$ cat config.mk
export PLATFORM = sky130hd
export DESIGN_NAME = ram_arbiter
export DESIGN_NICKNAME = d
export VERILOG_FILES = /design/src/rtl/mem_arb_defs.sv /design/src/rtl/arb2_pick.sv /design/src/rtl/ram_arbiter.sv
export SDC_FILE = /design/constraint.sdc
export NUM_CORES = 1
export LEC_CHECK = 0
export CAP_MARGIN = 20
export CORE_ASPECT_RATIO = 0.8
export CORE_MARGIN = 5
export CORE_UTILIZATION = 28
export DETAILED_ROUTE_END_ITERATION = 8
export PLACE_DENSITY = 0.79
export REMOVE_ABC_BUFFERS = 1
export SYNTH_ARGS = -nofsm -noshare
export SYNTH_HDL_FRONTEND = slang
export SYNTH_SLANG_ARGS = --single-unit
$ cat constraint.sdc
create_clock -name clk -period 2.2 [get_ports clk]
set_input_delay 0.22 -clock clk [delete_from_list [all_inputs] [get_ports clk]]
set_output_delay 0.22 -clock clk [all_outputs]
set_load 0.02 [all_outputs]
$ cat src/rtl/mem_arb_defs.sv
// Shared definitions for the two-port RAM arbiter: requester IDs, default widths
// and the owner encoding used by the arbiter and its pick logic.
package mem_arb_defs;

    localparam int REQ_A = 0;
    localparam int REQ_B = 1;

    localparam int DEF_ADDR_WIDTH = 8;
    localparam int DEF_DATA_WIDTH = 8;

    typedef enum logic {
        OWN_A = 1'b0,
        OWN_B = 1'b1
    } owner_e;

    // Width of a counter that must hold 0..max_burst inclusive.
    function automatic int burst_bits(input int max_burst);
        return $clog2(max_burst + 1);
    endfunction

endpackage

$ cat src/rtl/arb2_pick.sv
// Combinational two-way pick: round-robin against the last owner, with the owner
// allowed to keep the grant while it holds lock and its burst budget is not spent.
module arb2_pick
    import mem_arb_defs::*;
(
    input  logic       a_req,
    input  logic       b_req,
    input  logic       a_lock,
    input  logic       b_lock,
    input  owner_e     owner,
    input  logic       burst_full,
    output logic [1:0] gnt
);

    logic owner_lock;
    logic pick_b;

    assign owner_lock = (owner == OWN_A) ? a_lock : b_lock;

    always_comb begin
        gnt    = 2'b00;
        pick_b = 1'b0;
        if (a_req && b_req) begin
            // Under contention the owner keeps the bus only while locked and under budget.
            if (owner_lock && !burst_full) begin
                pick_b = (owner == OWN_B);
            end else begin
                pick_b = (owner == OWN_A);
            end
            gnt[REQ_A] = !pick_b;
            gnt[REQ_B] = pick_b;
        end else begin
            gnt[REQ_A] = a_req;
            gnt[REQ_B] = b_req;
        end
    end

endmodule

$ cat src/rtl/ram_arbiter.sv
// Shares one single-port RAM between requesters A and B: one access per cycle,
// round-robin with bounded lock bursts, and one-cycle read data routed back by owner.
module ram_arbiter
    import mem_arb_defs::*;
#(
    parameter int addr_width = DEF_ADDR_WIDTH,
    parameter int data_width = DEF_DATA_WIDTH,
    parameter int MAX_BURST  = 16
) (
    input  logic                  clk,
    input  logic                  rst_n,

    input  logic                  a_req,
    input  logic                  a_we,
    input  logic                  a_lock,
    input  logic [addr_width-1:0] a_addr,
    input  logic [data_width-1:0] a_wdata,
    output logic                  a_gnt,
    output logic                  a_rvalid,
    output logic [data_width-1:0] a_rdata,

    input  logic                  b_req,
    input  logic                  b_we,
    input  logic                  b_lock,
    input  logic [addr_width-1:0] b_addr,
    input  logic [data_width-1:0] b_wdata,
    output logic                  b_gnt,
    output logic                  b_rvalid,
    output logic [data_width-1:0] b_rdata,

    output logic [addr_width-1:0] ram_addr,
    output logic                  ram_we,
    output logic [data_width-1:0] ram_din,
    input  logic [data_width-1:0] ram_dout
);

    // Handshake: a requester holds req/we/lock/addr/wdata stable until gnt; an access
    // happens on the rising edge where req & gnt; a read answers with rvalid one cycle later.

    localparam int               BW        = burst_bits(MAX_BURST);
    localparam logic [BW-1:0]    BURST_MAX = BW'(MAX_BURST);

    owner_e        owner_q, owner_d;
    logic [BW-1:0] burst_q, burst_d;
    logic [1:0]    rd_pend_q, rd_pend_d;

    logic [1:0]    gnt;
    logic          any_gnt;
    owner_e        gnt_id;
    logic          burst_full;

    assign burst_full = (burst_q >= BURST_MAX);
    assign any_gnt    = gnt[REQ_A] | gnt[REQ_B];
    assign gnt_id     = gnt[REQ_B] ? OWN_B : OWN_A;

    arb2_pick u_pick (
        .a_req      (a_req),
        .b_req      (b_req),
        .a_lock     (a_lock),
        .b_lock     (b_lock),
        .owner      (owner_q),
        .burst_full (burst_full),
        .gnt        (gnt)
    );

    // State register
    always_ff @(posedge clk or negedge rst_n) begin
        if (!rst_n) begin
            owner_q   <= OWN_B;
            burst_q   <= '0;
            rd_pend_q <= 2'b00;
        end else begin
            owner_q   <= owner_d;
            burst_q   <= burst_d;
            rd_pend_q <= rd_pend_d;
        end
    end

    // Next-state: burst counts consecutive grants to the owner and restarts on idle.
    always_comb begin
        owner_d   = owner_q;
        burst_d   = burst_q;
        rd_pend_d = 2'b00;
        if (any_gnt) begin
            if (gnt_id == owner_q) begin
                if (burst_q != BURST_MAX) begin
                    burst_d = burst_q + BW'(1);
                end
            end else begin
                owner_d = gnt_id;
                burst_d = BW'(1);
            end
        end else begin
            burst_d = '0;
        end
        rd_pend_d[REQ_A] = gnt[REQ_A] & ~a_we;
        rd_pend_d[REQ_B] = gnt[REQ_B] & ~b_we;
    end

    // Outputs: RAM pins follow the granted port, defaulting to port A with writes off.
    always_comb begin
        a_gnt    = gnt[REQ_A];
        b_gnt    = gnt[REQ_B];
        a_rvalid = rd_pend_q[REQ_A];
        b_rvalid = rd_pend_q[REQ_B];
        a_rdata  = ram_dout;
        b_rdata  = ram_dout;
        ram_addr = a_addr;
        ram_din  = a_wdata;
        ram_we   = 1'b0;
        if (gnt[REQ_B]) begin
            ram_addr = b_addr;
            ram_din  = b_wdata;
            ram_we   = b_we;
        end else if (gnt[REQ_A]) begin
            ram_we   = a_we;
        end
    end

endmodule
==> reports/results.ini <==
[floorplanning]
rows=17
floorplan.die.height_um=58.10
initial_util_pct=29.28
die_width_um=70.12
die_area_um2=4073
io_pins=85
core_um2=2765

[sta]
worst_clock_skew_ns=0.008682
period_needed_ns=2.357
max_slew.worst_pin.slew_ns=0.5263
rsz0062_at_grt=true
timing.final.crit_share_pct=107.1
finalWorstSetupSlack_ns=-0.1572
relSlewSlack_pct=64.65
max_freq_mhz=424.2
timing_hold_violations_final=0
finalSetupViolCount=18
final_count_of_pins_violating_max_slew=0

[setup_path]
reg2reg_launch_point=owner_q$_DFFE_PN1P_
worst_path_cell_with_the_longest_stage_delay=sky130_fd_sc_hd__dfstp_2
rr_worst_depth=6
reg2reg_slack_ns=0.35
crit_path_end_kind=output pin
path_class=reg -> out
worstPathMaxFanout=5
worst-endpoint-arrival_ns=2.14
critical_path.cell_chain=and4bb_1, a311o_2, clkbuf_16, buf_6, mux2_4, buf_6
slowest_delay_ns=0.54
crit_required_ns=1.98
cpMostUsedCell=sky130_fd_sc_hd__buf_6
critPathBufInv=3
worst_path_dominant_cell_family=flip-flops
worstReg2RegEnd=rd_pend_q[0]$_DFF_PN0_
worstSetupStartpointType=flop

[cells_and_area]
insertedDiodeCount=0
number_of_inserted_filler_cells_in_the_final_layout=229
register_area_um2=201.4
area_growth_pct=94.13
multi_input_area_um2=439.2
finalCoreUtilization_pct=56.83
post_route_cells_drive_above_1_share_pct=42.36
design.final.nets=195
post-route-cell-area_um2=1572

[routing]
vias=857
first_pass_iteration_count_of_the_detailed_router=4
drcViolationCount=0
postRouteAntennaNets=0
vias_per_cell=4.709
routedWlPerCell_um=17.86
drt-total-wl_mm=3.250
drt-initial-drc-count=17

[pwr]
power_frac_comb_pct=56.7
power_switching_share_pct=32.05
p_int_uw=473.4
power_per_cell_area_nw_per_um2=443.3
cellLeakagePower_uw=0.0007469
clockPowerShare_pct=18.3
power.share.sequential_pct=24.9
power.total_uw=696.7
power_switching_uw=223.3
worst_ir_drop_vdd_v=0.0003080

[cts]
cts_root_buffer=sky130_fd_sc_hd__clkbuf_4
numCtsBuffers=3
cts.clk_slew.worst_paths_ns=0.06
number_of_h_tree_levels=1
worst_skew_pair.late_latency_ns=0.27
clock_tree_from_tritoncts=done
clock_tree.buffer_depth=2
postCtsHoldBufs=0
cts.sinks=8

[global_routing]
grt_pass1_wl_mm=4.505
antenna_found_initial=0
grt_remaining_overflow=0
maximum_number_of_pins_on_one_net_before_global_route_repair=11
track_usage_pct=14.14
vias_in_the_first_global_route=949

[placement]
placement.cell_area_um2=1365
finalWeightedCongestion=0.6956
place_hpwl_mm=2.161
placement.io_buffers=60

[min_path]
hold_path_class=in -> async

[flow_run]
number_of_max_cap_violations=0

[yosys]
synth-seq-area-share_pct=24.88
synth_area_per_cell_um2=10.38
netlist_cell_types=24
syn_area_um2=809.5
post_synth_inst_count=78
ys.warnings.count=0
postSynthRegisterBits=8

[run_status]
run_status=complete, but fails checks
failed_checks=setup timing

-- cell usage in the layout, fill, tap and decap left out, types with 2 or more instances in the layout --
| cell | netlist | layout |
|---|---|---|
| sky130_fd_sc_hd__o21ai_0 | 3 | 3 |
| sky130_fd_sc_hd__inv_1 | 7 | 7 |
| sky130_fd_sc_hd__a211oi_1 | 2 | 2 |
| sky130_fd_sc_hd__mux2_4 | 15 | 15 |
| sky130_fd_sc_hd__nand3_1 | 3 | 3 |
| sky130_fd_sc_hd__xnor2_1 | 2 | 2 |
| sky130_fd_sc_hd__dfrtp_1 | 7 | 7 |
| sky130_fd_sc_hd__buf_2 | 0 | 2 |
| sky130_fd_sc_hd__clkbuf_4 | 0 | 3 |
| sky130_fd_sc_hd__clkdlybuf4s50_1 | 0 | 41 |
| sky130_fd_sc_hd__nor3_1 | 2 | 2 |
| sky130_fd_sc_hd__nor2_1 | 4 | 4 |
| sky130_fd_sc_hd__ha_1 | 2 | 2 |
| sky130_fd_sc_hd__buf_6 | 2 | 28 |
| sky130_fd_sc_hd__buf_4 | 16 | 6 |
| sky130_fd_sc_hd__xor2_1 | 2 | 2 |
-- worst max-delay path by stage --
stage | start | endpoint | slack [ns] | cells past startpoint
after floorplan | owner_q$_DFFE_PN1P_ | ram_we | 0.16 | 3
after global placement | a_lock | ram_din[6] | -0.31 | 6
after detailed placement | a_lock | ram_addr[6] | -0.33 | 6
after CTS | owner_q$_DFFE_PN1P_ | ram_addr[3] | -0.13 | 6
after global routing | owner_q$_DFFE_PN1P_ | ram_din[5] | -0.18 | 6
final | owner_q$_DFFE_PN1P_ | ram_din[5] | -0.16 | 6
-- synthesized netlist by cell type, drive strengths merged --
cell type   n  area (um2)
a211oi      2       15.01
a311o       1       11.26
a31oi       1       6.260
and2        1       7.510
and4bb      1       12.51
buf        18       142.6
dfrtp       7       175.2
dfstp       1       26.28
ha          2       25.02
inv         7       26.28
mux2       16       236.5
mux2i       1       10.01
nand2       1       3.750
nand2b      1       6.260
nand3       3       15.01
nor2        4       15.01
nor2b       1       6.260
nor3        2       10.01
o21ai       3       15.01
o22a        1       8.760
xnor2       2       17.52
xor2        2       17.52
-- power groups by stage --
stage | Clock (uW) | Combinational [uW] | Sequential (uW)
global placement | 0 | 315 | 174
detailed placement | 0 | 322 | 175
global route | 142 | 417 | 174
finish | 128 | 395 | 174
floorplan | 0 | 150 | 175
CTS | 130 | 371 | 173
-- sequential cells by signal (all words and copies together) (netlist names) --
register   count
burst_q        5
owner_q        1
rd_pend_q      2
-- timing repair --
| item | 4_1_cts | 5_1_grt |
|---|---|---|
| pin swaps | 1 | 0 |
| gates cloned | 1 | 1 |
| resized for setup | 103 | 18 |
| setup buffers | 12 | 1 |
| endpoints found under the setup margin | 19 | 17 |
-- logic make-up after synthesis --
| logic type | Yosys count | share of synthesized area [%] |
|---|---|---|
| xor+xnor | 4 | 4.328 |
| buf+inv | 25 | 20.87 |
| mux | 17 | 30.45 |
| fa+ha+maj | 2 | 3.091 |
| simple gates | 14 | 9.428 |
| flops | 8 | 24.88 |
| compound gates | 8 | 6.955 |
-- area by class of cell --
| class | count | share of cell area [%] |
|---|---|---|
| multi-input combinational | 45 | 27.95 |
| clock buffer | 4 | 1.672 |
| tap | 38 | 3.025 |
| timing repair buffer | 80 | 52.87 |
| inverter | 7 | 1.672 |
| sequential | 8 | 12.82 |
-- worst register-to-register path, cell delays in order, from the launching register on --
cell                       delay [ns]
sky130_fd_sc_hd__dfstp_2         0.54
sky130_fd_sc_hd__and4bb_1        0.22
sky130_fd_sc_hd__a311o_2         0.39
sky130_fd_sc_hd__buf_4           0.16
sky130_fd_sc_hd__buf_6           0.12
sky130_fd_sc_hd__and2_2          0.20
sky130_fd_sc_hd__nor2b_1         0.13
-- per-layer routing --
metal  vias up  share of wire, %  global-route usage, %
met5         -                 0                      0
met4         0               3.8                  8.743
met3        13               9.3                  8.319
met2        69                54                  23.55
met1       393                32                  13.62
li1        382                 -                      -
-- through the flow --
stage / setup slack (ns) / setup TNS [ns] / instances / hold WS [ns]
global route: -0.1799 / -2.663 / 182 / 0.2554
detailed placement: -0.3319 / -5.735 / 163 / 0.4404
CTS: -0.1288 / -1.485 / 180 / 0.2432
finish: -0.1572 / -2.233 / 182 / 0.2305
floorplan: 0.1611 / 0 / 60 / -0.07559
global placement: -0.3122 / -5.399 / 163 / 0.4404
No activity file was read; power rests on OpenSTA's default activity.
